### config.mk
export PLATFORM = sky130hd
export DESIGN_NAME = fifo_rr_scheduler
export DESIGN_NICKNAME = d
export VERILOG_FILES = /design/src/rtl/fifo_rr_scheduler.sv
export SDC_FILE = /design/constraint.sdc
export NUM_CORES = 1
export LEC_CHECK = 0
export ABC_AREA = 1
export CAP_MARGIN = 25
export CELL_PAD_IN_SITES_DETAIL_PLACEMENT = 1
export CELL_PAD_IN_SITES_GLOBAL_PLACEMENT = 2
export CORE_MARGIN = 1.5
export CORE_UTILIZATION = 25
export DETAILED_ROUTE_END_ITERATION = 10
export GPL_ROUTABILITY_DRIVEN = 0
export HOLD_SLACK_MARGIN = 0.06
export PLACE_DENSITY_LB_ADDON = 0.1
export SLEW_MARGIN = 20
export SYNTH_ARGS = -nofsm -noshare
export SYNTH_HDL_FRONTEND = slang
export SYNTH_SLANG_ARGS = --single-unit
### constraint.sdc
create_clock -name glb_clk -period 3 [get_ports glb_clk]
set_clock_uncertainty 0.1 [all_clocks]
set_input_delay 0.9 -clock glb_clk [delete_from_list [all_inputs] [get_ports glb_clk]]
set_output_delay 0.9 -clock glb_clk [all_outputs]
set_load 0.02 [all_outputs]
### src/rtl/fifo_rr_scheduler.sv
// ----------------------------------------------------------------------------
// fifo_rr_scheduler
//
// Packet-level round-robin scheduler that shares one downstream read path
// among PORT_NUM input FIFOs. A non-empty, enabled FIFO is granted and keeps
// the grant until its end-of-packet word has been read. Packets from
// different FIFOs are never interleaved.
//
// Optional feature macro: FIFO_SCHED_TIMEOUT_EN
//   When defined, a grant that stalls for TIMEOUT_CYC consecutive cycles
//   without a read is aborted. sched_timeout pulses for one cycle and the
//   completed-packet counter is left unchanged.
//   When undefined, a stalled grant is held indefinitely and sched_timeout
//   is tied to 0.
//
// Parameters
//   PORT_NUM     number of input FIFOs (2..127)
//   CNT_W        width of the completed-packet counter
//   TIMEOUT_CYC  stall cycles before abort (1..65535), timeout build only
//
// Ports
//   glb_clk        in   single clock, rising edge
//   glb_rst        in   synchronous reset, active-high
//   port_en        in   per-FIFO arbitration enable
//   fifo_nempty    in   FIFO i holds at least one word
//   fifo_eop       in   head word of FIFO i ends its packet
//   out_ready      in   downstream accepts a word this cycle
//   fifo_rd        out  one-hot read strobe to the granted FIFO
//   fifo_sel_code  out  8'd128 + grant index while granted, 8'd0 otherwise
//   busy           out  grant held
//   pkt_cnt        out  completed packets, wraps modulo 2^CNT_W
//   sched_timeout  out  one-cycle pulse when a stalled grant is aborted
// ----------------------------------------------------------------------------
module fifo_rr_scheduler #(
    parameter int PORT_NUM    = 6,
    parameter int CNT_W       = 16,
    parameter int TIMEOUT_CYC = 255
) (
    input  logic                glb_clk,
    input  logic                glb_rst,
    input  logic [PORT_NUM-1:0] port_en,
    input  logic [PORT_NUM-1:0] fifo_nempty,
    input  logic [PORT_NUM-1:0] fifo_eop,
    input  logic                out_ready,
    output logic [PORT_NUM-1:0] fifo_rd,
    output logic [7:0]          fifo_sel_code,
    output logic                busy,
    output logic [CNT_W-1:0]    pkt_cnt,
    output logic                sched_timeout
);

    localparam int IDX_W = $clog2(PORT_NUM);

    typedef enum logic {
        IDLE = 1'b0,
        XFER = 1'b1
    } state_t;

    // Elaboration-time guard on the legal parameter ranges.
    if (PORT_NUM < 2 || PORT_NUM > 127 || TIMEOUT_CYC < 1 || TIMEOUT_CYC > 65535) begin : g_bad_param
        $error("fifo_rr_scheduler: parameter out of range");
    end

    state_t             state_q;
    state_t             state_d;
    logic [IDX_W-1:0]   grant_idx;
    logic [IDX_W-1:0]   last_idx;
    logic [IDX_W-1:0]   pick_idx;
    logic [IDX_W-1:0]   cand;
    logic               pick_found;
    logic [PORT_NUM-1:0] req;
    logic               rd_fire;
    logic               eop_done;
    logic               abort_now;

    assign req = port_en & fifo_nempty;

    // The grant is registered, so the read strobe only depends on the
    // granted FIFO's own status and downstream readiness. port_en is
    // deliberately ignored here so a started packet always finishes.
    assign rd_fire  = (state_q == XFER) && fifo_nempty[grant_idx] && out_ready;
    assign eop_done = rd_fire && fifo_eop[grant_idx];

    assign busy          = (state_q == XFER);
    assign fifo_sel_code = busy ? (8'd128 | 8'(grant_idx)) : 8'd0;

    // Round-robin pick: scan upward starting one past the last served port,
    // wrapping at PORT_NUM, and keep the first requester found.
    always_comb begin
        pick_idx   = '0;
        pick_found = 1'b0;
        cand       = '0;
        for (int k = 1; k <= PORT_NUM; k++) begin
            if (int'(last_idx) + k >= PORT_NUM) begin
                cand = IDX_W'(int'(last_idx) + k - PORT_NUM);
            end else begin
                cand = IDX_W'(int'(last_idx) + k);
            end
            if (!pick_found && req[cand]) begin
                pick_found = 1'b1;
                pick_idx   = cand;
            end
        end
    end

    // One-hot read strobe towards the granted FIFO.
    always_comb begin
        fifo_rd = '0;
        if (rd_fire) begin
            fifo_rd[grant_idx] = 1'b1;
        end
    end

    // Next-state logic. Leaving XFER always passes through IDLE, which gives
    // the mandatory dead cycle between packets.
    always_comb begin
        state_d = state_q;
        case (state_q)
            IDLE: begin
                if (|req) begin
                    state_d = XFER;
                end
            end
            XFER: begin
                if (eop_done || abort_now) begin
                    state_d = IDLE;
                end
            end
            default: state_d = IDLE;
        endcase
    end

    // State, grant, round-robin pointer and packet counter.
    always_ff @(posedge glb_clk) begin
        if (glb_rst) begin
            state_q   <= IDLE;
            grant_idx <= '0;
            last_idx  <= IDX_W'(PORT_NUM - 1);
            pkt_cnt   <= '0;
        end else begin
            state_q <= state_d;
            if (state_q == IDLE && (|req)) begin
                grant_idx <= pick_idx;
            end
            if (eop_done || abort_now) begin
                last_idx <= grant_idx;
            end
            if (eop_done) begin
                pkt_cnt <= pkt_cnt + CNT_W'(1);
            end
        end
    end

`ifdef FIFO_SCHED_TIMEOUT_EN
    logic [15:0] stall_cnt;
    logic        sched_timeout_q;

    // Abort on the stall cycle that brings the count up to TIMEOUT_CYC;
    // a read in that cycle means it is not a stall, so the read wins.
    assign abort_now = (state_q == XFER) && !rd_fire &&
                       ((stall_cnt + 16'd1) == 16'(TIMEOUT_CYC));

    // Stall counter is held at zero while idle so every grant starts fresh,
    // and restarts on each successful read.
    always_ff @(posedge glb_clk) begin
        if (glb_rst) begin
            stall_cnt       <= '0;
            sched_timeout_q <= 1'b0;
        end else begin
            sched_timeout_q <= abort_now;
            if (state_q == IDLE || rd_fire || abort_now) begin
                stall_cnt <= '0;
            end else begin
                stall_cnt <= stall_cnt + 16'd1;
            end
        end
    end

    assign sched_timeout = sched_timeout_q;
`else
    assign abort_now     = 1'b0;
    assign sched_timeout = 1'b0;
`endif

endmodule

==> out/summary.md, run 1 <==
The via count of the first global-routing pass was 2545; the y dimension of the die was 96.8 um. At the pin with the least slew margin, the transition time is 0.512 ns. The count of final hold-check violations was 0; the chip width was 96.8 um. The end point of the critical path is fifo_rd[0].

For met1 alone, demand over resource in global routing was 23.7%. The power per standard cell area is 502 nW/um^2. Summed over all layers, the routed wires come to 7.50 mm. met2 is the most crowded layer. Leaving out fill and tap cells, the most frequent cell in the layout is sky130_fd_sc_hd__nand2_1. The worst path in the final design needs a cycle of 2.92 ns, including I/O delays and setup. The initialized floorplan defines 34 standard-cell rows. The run gives 12.9% as the portion of total power attributed to the clock network. The worst hold path class was reg -> reg. The die covers 9380 um^2. The internal portion of the total power is 779 uW. The library cells used most frequently in the layout, excluding fill and tap cells, are sky130_fd_sc_hd__nand2_1 (121), sky130_fd_sc_hd__inv_1 (39), sky130_fd_sc_hd__nand3_1 (37), sky130_fd_sc_hd__clkdlybuf4s50_1 (34), sky130_fd_sc_hd__nor2_1 (32). The fraction of synthesized cell area taken by the top area cell type came out at 21.0%. Ranked by total cell area, the synthesized netlist is headed by sky130_fd_sc_hd__nand2_1 (21%), sky130_fd_sc_hd__dfxtp_1 (21%), sky130_fd_sc_hd__nand3_1 (8.4%).

The logs give 1.50 mW for the total power after layout and 12.7 mm for the wire length of the first global-routing pass. The run gives 547 as the placed cell count. The tools report the startpoint of the worst setup timing path as fifo_nempty[5]. Adding up every negative setup slack in the final design gives 0 ns. Summed over all cells, the static leakage comes to 1.35 nW. The tool flagged a number of max-cap violations equal to 0.

After technology mapping, the gate count stands at 377. The global-route congestion overflow total was 0; the initial detailed-routing violation count was 59. CTS saw 23 sinks.

The first TritonRoute pass finished after 4 iterations. Per report_power, the sequential group accounts for 24.0% of the total. Data arrives at the worst endpoint at 1.92 ns. A synthesized cell averages 5.84 um^2. The worst register-to-register path begins at last_idx[1]. For the worst-skew pair, the clock arrives at the later sink with an insertion delay of 0.26 ns. The logs give 479 for the post-layout net count and 2554 for the total vias in the final route.

The tools report the count of distinct cell types in the synthesized netlist as 31. By startpoint and endpoint, the worst setup path is classified as in -> out. Global routing consumed, on the met2 layer, 25.8% of the routing resources. Register area share after synthesis: 20.9%. Once placement finished, the instance area stood at 2920 um^2.

The run gives 0.199 mV as the highest ir drop seen on vdd. Headroom to the max-slew limit came out at 65.5%. For the worst setup path, the data required time is 2.00 ns. The area overhead of the layout relative to synthesis was 36.0%; the number of warnings reported in the yosys synthesis log was 0. After the flow finishes, the layout carries non-filler instances totaling 553. After detailed routing, the number of vias per cell comes to 4.62.

The share of the clock period used by the worst path after layout came out at 97.3%. The final number of setup-violating endpoints was 0; the met3 routing resource usage after global routing was 1.95%. Of all nets on the critical path, the largest fanout is 6.

The largest total area in the synthesized netlist belongs to sky130_fd_sc_hd__nand2_1. TritonCTS built the clock tree. The number of nets with antenna violations after detailed routing is 0. For this configuration, the core starts out at a cell density of 25.5%. The worst hold slack was 0.408 ns; the average wire per cell in the routed design was 13.6 um.

CTS placed an instance of sky130_fd_sc_hd__clkbuf_8 at the clock tree root. The buffer depth of the longest clock path came out at 2. The number of I/O pins was 53; the total CTS buffers was 3. The number of synthesized register bits is 23, and the switching part of the total power is 48.1%. The clock transition at the registers of the reported paths works out to 0.08 ns. For the number of antenna diodes, the log shows 0.

The run finished with clean final reports. Of the total power, combinational logic draws 63.1%. Kind of start point of the critical path: an input pin.

Along the worst hold path, the cell count comes to 2. Detailed placer's ending HPWL: 6.10 mm. The cell area after technology mapping is 2200 um^2, and the number of I/O port buffers is 47. For flop-to-flop paths, the worst setup slack is 0.36 ns. The path depth of the worst reg2reg path was 15; the fraction of layout cells with a size suffix above 1 was 14.8%.

Capture instance of the worst register-to-register path: grant_idx[1]. After routing the design area is 2990 um^2. After detailed routing, the number of remaining DRC violations is 0. Setup repair after global routing left no endpoint under its margin. The floorplan core area came out at 8640 um^2.

The analysis attributes to net switching a power of 723 uW. Type of element capturing the critical path: a primary output. The number of max-slew violations in the final report was 0; the maximum number of pins on one net before global-route repair was 22. The number of antenna violations at the first check in global routing is 0. Across every metal layer, demand over resource in global routing totals 16.1%.

Static timing analysis puts the maximum clock frequency at 342 MHz. The level count of the clock H-tree came out at 1.
[repair_timing]
| action | in CTS | in global routing |
|---|---|---|
| endpoints found under the setup margin | 6 | 2 |
| gates resized for setup | 53 | 1 |
| pin swaps | 7 | 4 |
| setup buffers | 1 | 1 |
| hold buffers | 0 | 0 |
[synthesized netlist by cell type]
cell                       instances
sky130_fd_sc_hd__a21oi_1          24
sky130_fd_sc_hd__a21oi_2           1
sky130_fd_sc_hd__a22oi_1           1
sky130_fd_sc_hd__a31oi_1           1
sky130_fd_sc_hd__and3_1            1
sky130_fd_sc_hd__buf_2             3
sky130_fd_sc_hd__buf_4            10
sky130_fd_sc_hd__buf_6             1
sky130_fd_sc_hd__clkbuf_1          2
sky130_fd_sc_hd__conb_1            1
sky130_fd_sc_hd__dfxtp_1          23
sky130_fd_sc_hd__ha_1             12
sky130_fd_sc_hd__inv_1            41
sky130_fd_sc_hd__inv_2             4
sky130_fd_sc_hd__nand2_1         123
sky130_fd_sc_hd__nand2_2           6
sky130_fd_sc_hd__nand3_1          37
sky130_fd_sc_hd__nand3_2           2
sky130_fd_sc_hd__nand4_1           6
sky130_fd_sc_hd__nor2_1           32
sky130_fd_sc_hd__nor2_4            1
sky130_fd_sc_hd__nor3_1            6
sky130_fd_sc_hd__nor4_1            6
sky130_fd_sc_hd__nor4b_1           1
sky130_fd_sc_hd__o211ai_1          4
sky130_fd_sc_hd__o21ai_0          12
sky130_fd_sc_hd__o21ai_1           4
sky130_fd_sc_hd__o21ai_2           1
sky130_fd_sc_hd__o22ai_1           2
sky130_fd_sc_hd__xnor2_1           7
sky130_fd_sc_hd__xor2_1            2
[cell families after synthesis]
kind of cell	share of synthesized area (%)
simple gates	43.4
fa+ha+maj	6.82
other cells	0.170
buf+inv	12.6
xor+xnor	3.58
flops	20.9
compound gates	12.5
[power groups by stage]
stage | combinational, mW | sequential (mW) | clock [mW]
2_1_floorplan | 0.617 | 0.358 | 0
3_3_place_gp | 0.920 | 0.366 | 0
4_1_cts | 0.948 | 0.361 | 0.206
3_5_place_dp | 0.929 | 0.368 | 0
5_1_grt | 1.07 | 0.365 | 0.219
6_report | 0.948 | 0.361 | 0.194
[cell type report]
cell class	count	area, um^2
Fill cell	1140	5640
Multi-Input combinational cell	297	1510
Timing Repair Buffer	76	672
Sequential cell	23	460
Inverter	45	171
Tap cell	108	135
Clock buffer	4	45.0
[through the flow]
stage,utilization [%],worst slack [ns]
floorplan,-,-0.0612
global placement,33.8,-0.803
detailed placement,33.8,-0.872
CTS,34.5,0.000316
global route,34.7,0.0150
finish,34.7,0.0801
[registers in the layout, summed over array words and instances (netlist names)]
register   flops
busy           1
grant_idx      3
last_idx       3
pkt_cnt       16
[routing by layer]
metal	up-vias	part of all wire (%)
met5	-	0
met4	0	0.32
met3	2	2.7
met2	46	43
met1	1161	54
li1	1345	-
[critical path: stages]
cell	delay (ns)
sky130_fd_sc_hd__buf_6	0.07
sky130_fd_sc_hd__nand2_2	0.05
sky130_fd_sc_hd__a21oi_2	0.13
sky130_fd_sc_hd__a21oi_1	0.07
sky130_fd_sc_hd__nand4_1	0.09
sky130_fd_sc_hd__and3_4	0.21
sky130_fd_sc_hd__inv_4	0.05
sky130_fd_sc_hd__nor2_1	0.08
sky130_fd_sc_hd__clkdlybuf4s15_2	0.26
[worst min-delay path by stage]
stage	start	slack [ns]	to
2_1_floorplan	pkt_cnt[4]	0.45	pkt_cnt[4]
3_3_place_gp	pkt_cnt[15]	0.39	pkt_cnt[15]
3_5_place_dp	pkt_cnt[3]	0.40	pkt_cnt[4]
4_1_cts	pkt_cnt[15]	0.41	pkt_cnt[15]
5_1_grt	pkt_cnt[15]	0.43	pkt_cnt[15]
6_report	pkt_cnt[15]	0.41	pkt_cnt[15]
(Power assumes the default switching activity.)
==> inputs of run 2 (changes only) <==
--- a/constraint.sdc
+++ b/constraint.sdc
@@ -3,3 +3,3 @@
 set_input_delay 0.9 -clock glb_clk [delete_from_list [all_inputs] [get_ports glb_clk]]
 set_output_delay 0.9 -clock glb_clk [all_outputs]
-set_load 0.02 [all_outputs]
+set_load 0.01 [all_outputs]
==> out/summary.md, run 2 (synthesis gave the netlist of run 1 again) <==
The non-filler instance count after layout was 552 (was 553). The clock transition at the registers of the reported paths is 0.09 ns (was 0.08 ns). The chip width was 96.8 um (unchanged). The area overhead of the layout relative to synthesis is 34.7% (was 36.0%), and the floorplan core area is 8640 um^2 (unchanged). The clock sink count is 23 (unchanged), and the aggregate negative setup slack is 0 ns (unchanged).

Post-layout net count: 478 (was 479). The leakage power came out at 1.34 nW (was 1.35 nW). The global-route congestion overflow total came out at 0 (unchanged). The aggregate global-route resource usage was 16.0% (was 16.1%). Worst hold path class: reg -> reg (unchanged). The register with the most flip-flops was pkt_cnt (unchanged). The flow ran to the end, and the final reports show no timing, DRC or antenna violations.

Path depth of the worst reg2reg path: 15 (unchanged). The run gives 0 (unchanged) as the final number of setup-violating endpoints. The number of I/O pins was 53 (unchanged).

The type of the setup path with the least slack is in -> out (unchanged). Worst slew margin relative to its limit: 62.8% (was 65.5%). Setup repair after global routing could not meet its margin everywhere. The power per standard cell area works out to 497 nW/um^2 (was 502 nW/um^2). The via-per-instance ratio works out to 4.60 (was 4.62). The startpoint of the worst setup timing path is out_ready (was fifo_nempty[5]). The total vias in the final route was 2537 (was 2554). The maximum net fanout on the critical path was 6 (unchanged); the share of the clock period used by the worst path after layout was 98.5% (was 97.3%). The number of antenna diodes was 0 (unchanged); the initial detailed-routing violation count was 70 (was 59). The run gives 2554 (was 2545) as the via count of the first global-routing pass.

The run gives 22 (unchanged) as the maximum number of pins on one net before global-route repair. The count of final hold-check violations was 0 (unchanged); the y dimension of the die was 96.8 um (unchanged). The tools report the kind of start point of the critical path as an input pin (unchanged).

The tools report the proportion of power drawn by combinational gates as 62.2% (was 63.1%). The portion of total power attributed to the clock network is 13.4% (was 12.9%). The met1 usage is 23.5% (was 23.7%). The total net switching power is 700 uW (was 723 uW). The number of antenna violations at the first check in global routing is 0 (unchanged), and the endpoint arrival time on the critical path is 1.96 ns (was 1.92 ns). The average wire per cell in the routed design was 13.3 um (was 13.6 um). The count of cells along the worst hold path was 2 (unchanged); the buffer depth of the longest clock path was 2 (unchanged). The number of I/O port buffers was 47 (unchanged). The logs give 0 (unchanged) for the number of violations of the max-capacitance limit and 0 (unchanged) for the number of max-slew violations in the final report. The time the worst path needs with I/O delays and setup is 2.96 ns (was 2.92 ns). Most used cells in the layout excluding fill and tap cells: sky130_fd_sc_hd__nand2_1 (123), sky130_fd_sc_hd__inv_1 (40), sky130_fd_sc_hd__nand3_1 (37), sky130_fd_sc_hd__clkdlybuf4s50_1 (35), sky130_fd_sc_hd__nor2_1 (31) (was sky130_fd_sc_hd__nand2_1 (121), sky130_fd_sc_hd__inv_1 (39), sky130_fd_sc_hd__nand3_1 (37), sky130_fd_sc_hd__clkdlybuf4s50_1 (34), sky130_fd_sc_hd__nor2_1 (32)).

For the cell-internal power, the log shows 773 uW (was 779 uW). The run gives 0.201 mV (was 0.199 mV) as the highest ir drop seen on vdd. The routed wire length was 7.32 mm (was 7.50 mm); the fraction of layout cells with a size suffix above 1 was 14.0% (was 14.8%).

The tools report the cell at the root of the clock tree as sky130_fd_sc_hd__clkbuf_8 (unchanged). The wire length of the first global-routing pass came out at 12.6 mm (was 12.7 mm). The number of core rows is 34 (unchanged). The data required time of the critical path came out at 2.00 ns (about the same). The tools report the critical hold path startpoint as pkt_cnt[3] (was pkt_cnt[15]).

The number of flip-flops under the largest register name was 16 (unchanged). The met3 routing resource usage after global routing came out at 1.88% (was 1.95%). The initial cell density of the core came out at 25.5% (unchanged).

Number of nets with antenna violations after detailed routing: 0 (unchanged). The maximum clock frequency was 338 MHz (was 342 MHz). The most common cell after layout, fill and taps aside is sky130_fd_sc_hd__nand2_1 (unchanged). The tools report the detailed placer's ending HPWL as 5.99 mm (was 6.10 mm). The part of the power in registers is 24.5% (was 24.0%), and the detailed-router iteration count before antenna repair is 4 (unchanged).

The peak-usage layer in the global routing report was met2 (unchanged). The level count of the clock H-tree was 1 (unchanged). TritonCTS built the clock tree. The number of DRC violations after detailed routing is 0 (unchanged), and the switching part of the total power is 47.5% (was 48.1%). The clock latency reported for the late side of the worst-skew pair was 0.26 ns (about the same); the placed cell count was 547 (unchanged). The die outline area was 9380 um^2 (unchanged).

Startpoint of the worst register-to-register path: last_idx[0] (was last_idx[1]). The type of element capturing the critical path was a primary output (unchanged). Top Registers: pkt_cnt x16, grant_idx x3, last_idx x3 (unchanged).

Total CTS buffers: 3 (unchanged). The number of hold buffers added after cts is 0 (unchanged), and the transition at the pin with the smallest max-transition slack is 0.553 ns (was 0.512 ns). Met2 layer usage reported by global route: 25.9% (was 25.8%).
==> run 2: what timing repair did <==
action,4_1_cts,5_1_grt
gates resized for setup,40,5
pin swaps,5,3
setup endpoints to repair,6,6
buffers inserted,1,0
==> run 2: critical path, stage by stage <==
cell,delay [ns]
sky130_fd_sc_hd__clkdlybuf4s50_1,0.46
sky130_fd_sc_hd__and3_4,0.20
sky130_fd_sc_hd__inv_4,0.05
sky130_fd_sc_hd__nor4_2,0.18
sky130_fd_sc_hd__buf_2,0.16
==> run 2: path summary, 6_finish.rpt <==
path                   to  slack, ns
max reg2reg  grant_idx[1]       0.41
max            fifo_rd[1]       0.04
min reg2reg    pkt_cnt[4]       0.41
min            pkt_cnt[4]       0.41
==> run 2: power groups by stage <==
stage          Combinational [mW]  Clock [mW]  Sequential (mW)
6_report                    0.916       0.197            0.360
5_1_grt                      1.05       0.217            0.366
4_1_cts                     0.919       0.208            0.361
3_5_place_dp                0.911           0            0.368
3_3_place_gp                0.907           0            0.368
2_1_floorplan               0.606           0            0.354
==> run 2: per-stage QoR <==
stage | utilization [%] | hold WS, ns | total power, mW | cell area, um^2 | setup slack, ns
6_report | 34.3 | 0.410 | 1.47 | 2970 | 0.0443
5_1_grt | 34.3 | 0.438 | 1.63 | 2970 | 0.000103
4_1_cts | 34.2 | 0.411 | 1.49 | 2950 | 0.0104
3_5_place_dp | 33.8 | 0.394 | 1.28 | 2920 | -0.742
3_3_place_gp | 33.8 | 0.392 | 1.28 | 2920 | -0.736
2_1_floorplan | - | 0.398 | 0.960 | 2220 | 0.215
==> run 2: cell type report <==
type | count | area (um^2)
Multi-Input combinational cell | 297 | 1500
Clock buffer | 3 | 41.3
Inverter | 45 | 171
Clock inverter | 1 | 5.00
Sequential cell | 23 | 460
Tap cell | 108 | 135
Fill cell | 1158 | 5670
Timing Repair Buffer | 75 | 651
==> run 2: layer usage <==
layer  vias up  routed length (um)  share of wire (%)
met2        49                3190                 44
li1       1337                   -                  -
met1      1149                3860                 53
met3         2                 247                3.4
met4         0                  24               0.33
met5         -                   0                  0
==> inputs of run 3 (changes only) <==
--- a/config.mk
+++ b/config.mk
@@ -15,6 +15,5 @@
 export GPL_ROUTABILITY_DRIVEN = 0
 export HOLD_SLACK_MARGIN = 0.06
-export PLACE_DENSITY_LB_ADDON = 0.1
-export SLEW_MARGIN = 20
+export PLACE_DENSITY_LB_ADDON = 0.08
 export SYNTH_ARGS = -nofsm -noshare
 export SYNTH_HDL_FRONTEND = slang
==> constraint.sdc (replaced) <==
create_clock -name glb_clk -period 3 [get_ports glb_clk]
set_clock_uncertainty 0.1 [all_clocks]
set_input_delay 0.6 -clock glb_clk [delete_from_list [all_inputs] [get_ports glb_clk]]
set_output_delay 0.6 -clock glb_clk [all_outputs]
set_load 0.01 [all_outputs]
==> out/summary.md, run 3 (synthesis gave the netlist of run 1 again) <==
The flow ran to the end, and the final reports show no timing, DRC or antenna violations. Maximum number of pins on one net before global-route repair: 22 (unchanged). Number of DRC violations after detailed routing: 0 (unchanged).

The cell with the biggest individual delay on the critical path was sky130_fd_sc_hd__clkdlybuf4s50_1 (unchanged). The logs give 26.5% (was 24.5%) for the part of the power in registers and 64 (was 70) for the initial detailed-routing violation count. The count of final hold-check violations is 0 (unchanged), and the post-place setup slack is -0.173 ns (was -0.742 ns).

TritonCTS built the clock tree. The number of hold buffers added after cts is 0 (unchanged), and the proportion of power drawn by combinational gates is 59.6% (was 62.2%). The floorplan core area was 8640 um^2 (unchanged); the count of cells along the worst hold path was 2 (unchanged).

The global-route congestion overflow total came out at 0 (unchanged). The level count of the clock H-tree is 1 (unchanged). The tools report the type of element capturing the critical path as a primary output (unchanged).

The run gives 3 (unchanged) as the total CTS buffers. For the number of I/O pins, the log shows 53 (unchanged). The fraction of layout cells with a size suffix above 1 is 8.80% (was 14.0%), and the non-filler instance count after layout is 540 (was 552). Routed wire length: 7.40 mm (was 7.32 mm). The time the worst path needs with I/O delays and setup is 2.87 ns (was 2.96 ns), and the maximum single-stage delay on the critical path is 0.49 ns (was 0.46 ns). Setup repair after global routing left no endpoint under its margin.

The run gives 0.226 mV (was 0.201 mV) as the highest ir drop seen on vdd. The total power after layout was 1.40 mW (was 1.47 mW). The number of I/O port buffers was 47 (unchanged); the post-layout net count was 466 (was 478).

Leakage power: 1.28 nW (was 1.34 nW). The final number of setup-violating endpoints was 0 (unchanged). The worst hold slack came out at 0.407 ns (was 0.410 ns). The tools report the cell at the root of the clock tree as sky130_fd_sc_hd__clkbuf_8 (unchanged). The via-per-instance ratio was 4.68 (was 4.60). Most used cells in the layout excluding fill and tap cells: sky130_fd_sc_hd__nand2_1 (123), sky130_fd_sc_hd__inv_1 (41), sky130_fd_sc_hd__clkdlybuf4s50_1 (41), sky130_fd_sc_hd__nand3_1 (37), sky130_fd_sc_hd__nor2_1 (32) (was sky130_fd_sc_hd__nand2_1 (123), sky130_fd_sc_hd__inv_1 (40), sky130_fd_sc_hd__nand3_1 (37), sky130_fd_sc_hd__clkdlybuf4s50_1 (35), sky130_fd_sc_hd__nor2_1 (31)). The run gives 12.6 mm (about the same) as the wire length of the first global-routing pass. The detailed-router iteration count before antenna repair is 4 (unchanged). The transition at the pin with the smallest max-transition slack was 0.519 ns (was 0.553 ns).

For the via count of the first global-routing pass, the log shows 2545 (was 2554). For the number of nets with antenna violations after detailed routing, the log shows 0 (unchanged). The number of max-slew violations in the final report was 0 (unchanged). For the initial cell density of the core, the log shows 25.5% (unchanged). The cell with the most instances on the worst path was sky130_fd_sc_hd__a21oi_1. The clock transition at the registers of the reported paths is 0.08 ns (was 0.09 ns). Type of the setup path with the least slack: in -> out (unchanged). The register with the most flip-flops was pkt_cnt (unchanged). The logs give 33.1% (was 34.3%) for the utilization after layout and 0 (unchanged) for the number of antenna diodes. The number of antenna violations at the first check in global routing came out at 0 (unchanged). The most common cell after layout, fill and taps aside was sky130_fd_sc_hd__nand2_1 (unchanged). The number of violations of the max-capacitance limit was 0 (unchanged). Placed cell count: 536 (was 547).

The average wire per cell in the routed design was 13.7 um (was 13.3 um); the share of the clock period used by the worst path after layout was 95.7% (was 98.5%). The y dimension of the die was 96.8 um (unchanged); the number of core rows was 34 (unchanged). For the cell-internal power, the log shows 721 uW (was 773 uW). The data required time of the critical path came out at 2.30 ns (was 2.00 ns).

The power per standard cell area was 491 nW/um^2 (was 497 nW/um^2); the number of flip-flops under the largest register name was 16 (unchanged). The detailed placer's ending HPWL was 5.96 mm (was 5.99 mm); the maximum clock frequency was 348 MHz (was 338 MHz). The run gives 680 uW (was 700 uW) as the total net switching power. The logs give 2528 (was 2537) for the total vias in the final route and 14.0% (was 13.4%) for the portion of total power attributed to the clock network. The maximum net fanout on the critical path was 4 (was 6).

The endpoint arrival time on the critical path was 2.17 ns (was 1.96 ns). The run gives 16.1% (was 16.0%) as the aggregate global-route resource usage. The run gives 65.1% (was 62.8%) as the worst slew margin relative to its limit.

The buffer depth of the longest clock path was 2 (unchanged). The post-CTS repair timing setup buffer count is 0 (was 1), and the clock latency reported for the late side of the worst-skew pair is 0.27 ns (was 0.26 ns). Internal reg-to-reg setup slack: 0.45 ns (was 0.41 ns).

The setup slack of the critical path after layout was 0.129 ns (was 0.0443 ns). The kind of start point of the critical path is an input pin (unchanged). The chip width was 96.8 um (unchanged). The worst hold path class was reg -> reg (unchanged).

Top Registers: pkt_cnt x16, grant_idx x3, last_idx x3 (unchanged). The clock sink count came out at 23 (unchanged). The area overhead of the layout relative to synthesis is 29.7% (was 34.7%).

The path depth of the worst reg2reg path is 15 (unchanged), and the switching part of the total power is 48.6% (was 47.5%). Cells along the critical path: clkdlybuf4s50_1 > nand2_1 > a21oi_1 > a21oi_1 > nand4_1 > and3_1 > inv_1 > nor4_1 > dlygate4sd2_1 (was clkdlybuf4s50_1 > and3_4 > inv_4 > nor4_2 > buf_2). Die outline area: 9380 um^2 (unchanged).
run 3: cell types whose count changed in the layout (fill, tap and decap cells not counted), sizes merged:
cell	previous run	this run
dlygate4sd2	3	1
clkdlybuf4s50	35	41
clkdlybuf4s15	3	0
buf	33	16
clkbuf	4	8
dlygate4sd1	0	1
clkinv	1	0
run 3: cell type report:
class                           instances  area [um^2]
Tap cell                              108          135
Multi-Input combinational cell        297         1480
Fill cell                            1126         5780
Inverter                               45          169
Clock buffer                            4         45.0
Sequential cell                        23          460
Timing Repair Buffer                   63          568
run 3: worst paths after layout:
| path | from | endpoint |
|---|---|---|
| setup / recovery | fifo_nempty[5] | fifo_rd[4] |
| hold / removal | pkt_cnt[15] | pkt_cnt[15] |
| setup reg to reg | last_idx[0] | grant_idx[1] |
| hold reg to reg | pkt_cnt[15] | pkt_cnt[15] |
run 3: per-layer routing:
metal / up-vias / track usage, % / wire length, um
met4: 0 / 1.67 / 25
met5: - / 0 / 0
li1: 1316 / - / -
met1: 1150 / 24.0 / 3990
met3: 5 / 2.02 / 269
met2: 57 / 25.4 / 3110
run 3: worst max-delay path, delay by kind of cell:
family | cells | cell delay [ns]
buffers and inverters | 3 | 0.87
and+or+nand+nor | 4 | 0.47
AOI/OAI and AO/OA | 2 | 0.23
run 3: through the flow:
stage	setup TNS [ns]	instance area (um^2)
floorplan	0	2220
global placement	-0.736	2830
detailed placement	-0.953	2830
CTS	0	2870
global route	0	2860
finish	0	2860
run 3: power by group through the flow:
stage,sequential [mW],combinational (mW),clock [mW]
2_1_floorplan,0.354,0.606,0
3_3_place_gp,0.381,0.834,0
3_5_place_dp,0.380,0.838,0
4_1_cts,0.373,0.840,0.208
5_1_grt,0.378,0.951,0.223
6_report,0.371,0.834,0.196
run 3: timing repair:
item | CTS | global route
setup endpoints to repair | 6 | 5
gates resized for setup | 6 | 11
pin swaps | 0 | 0
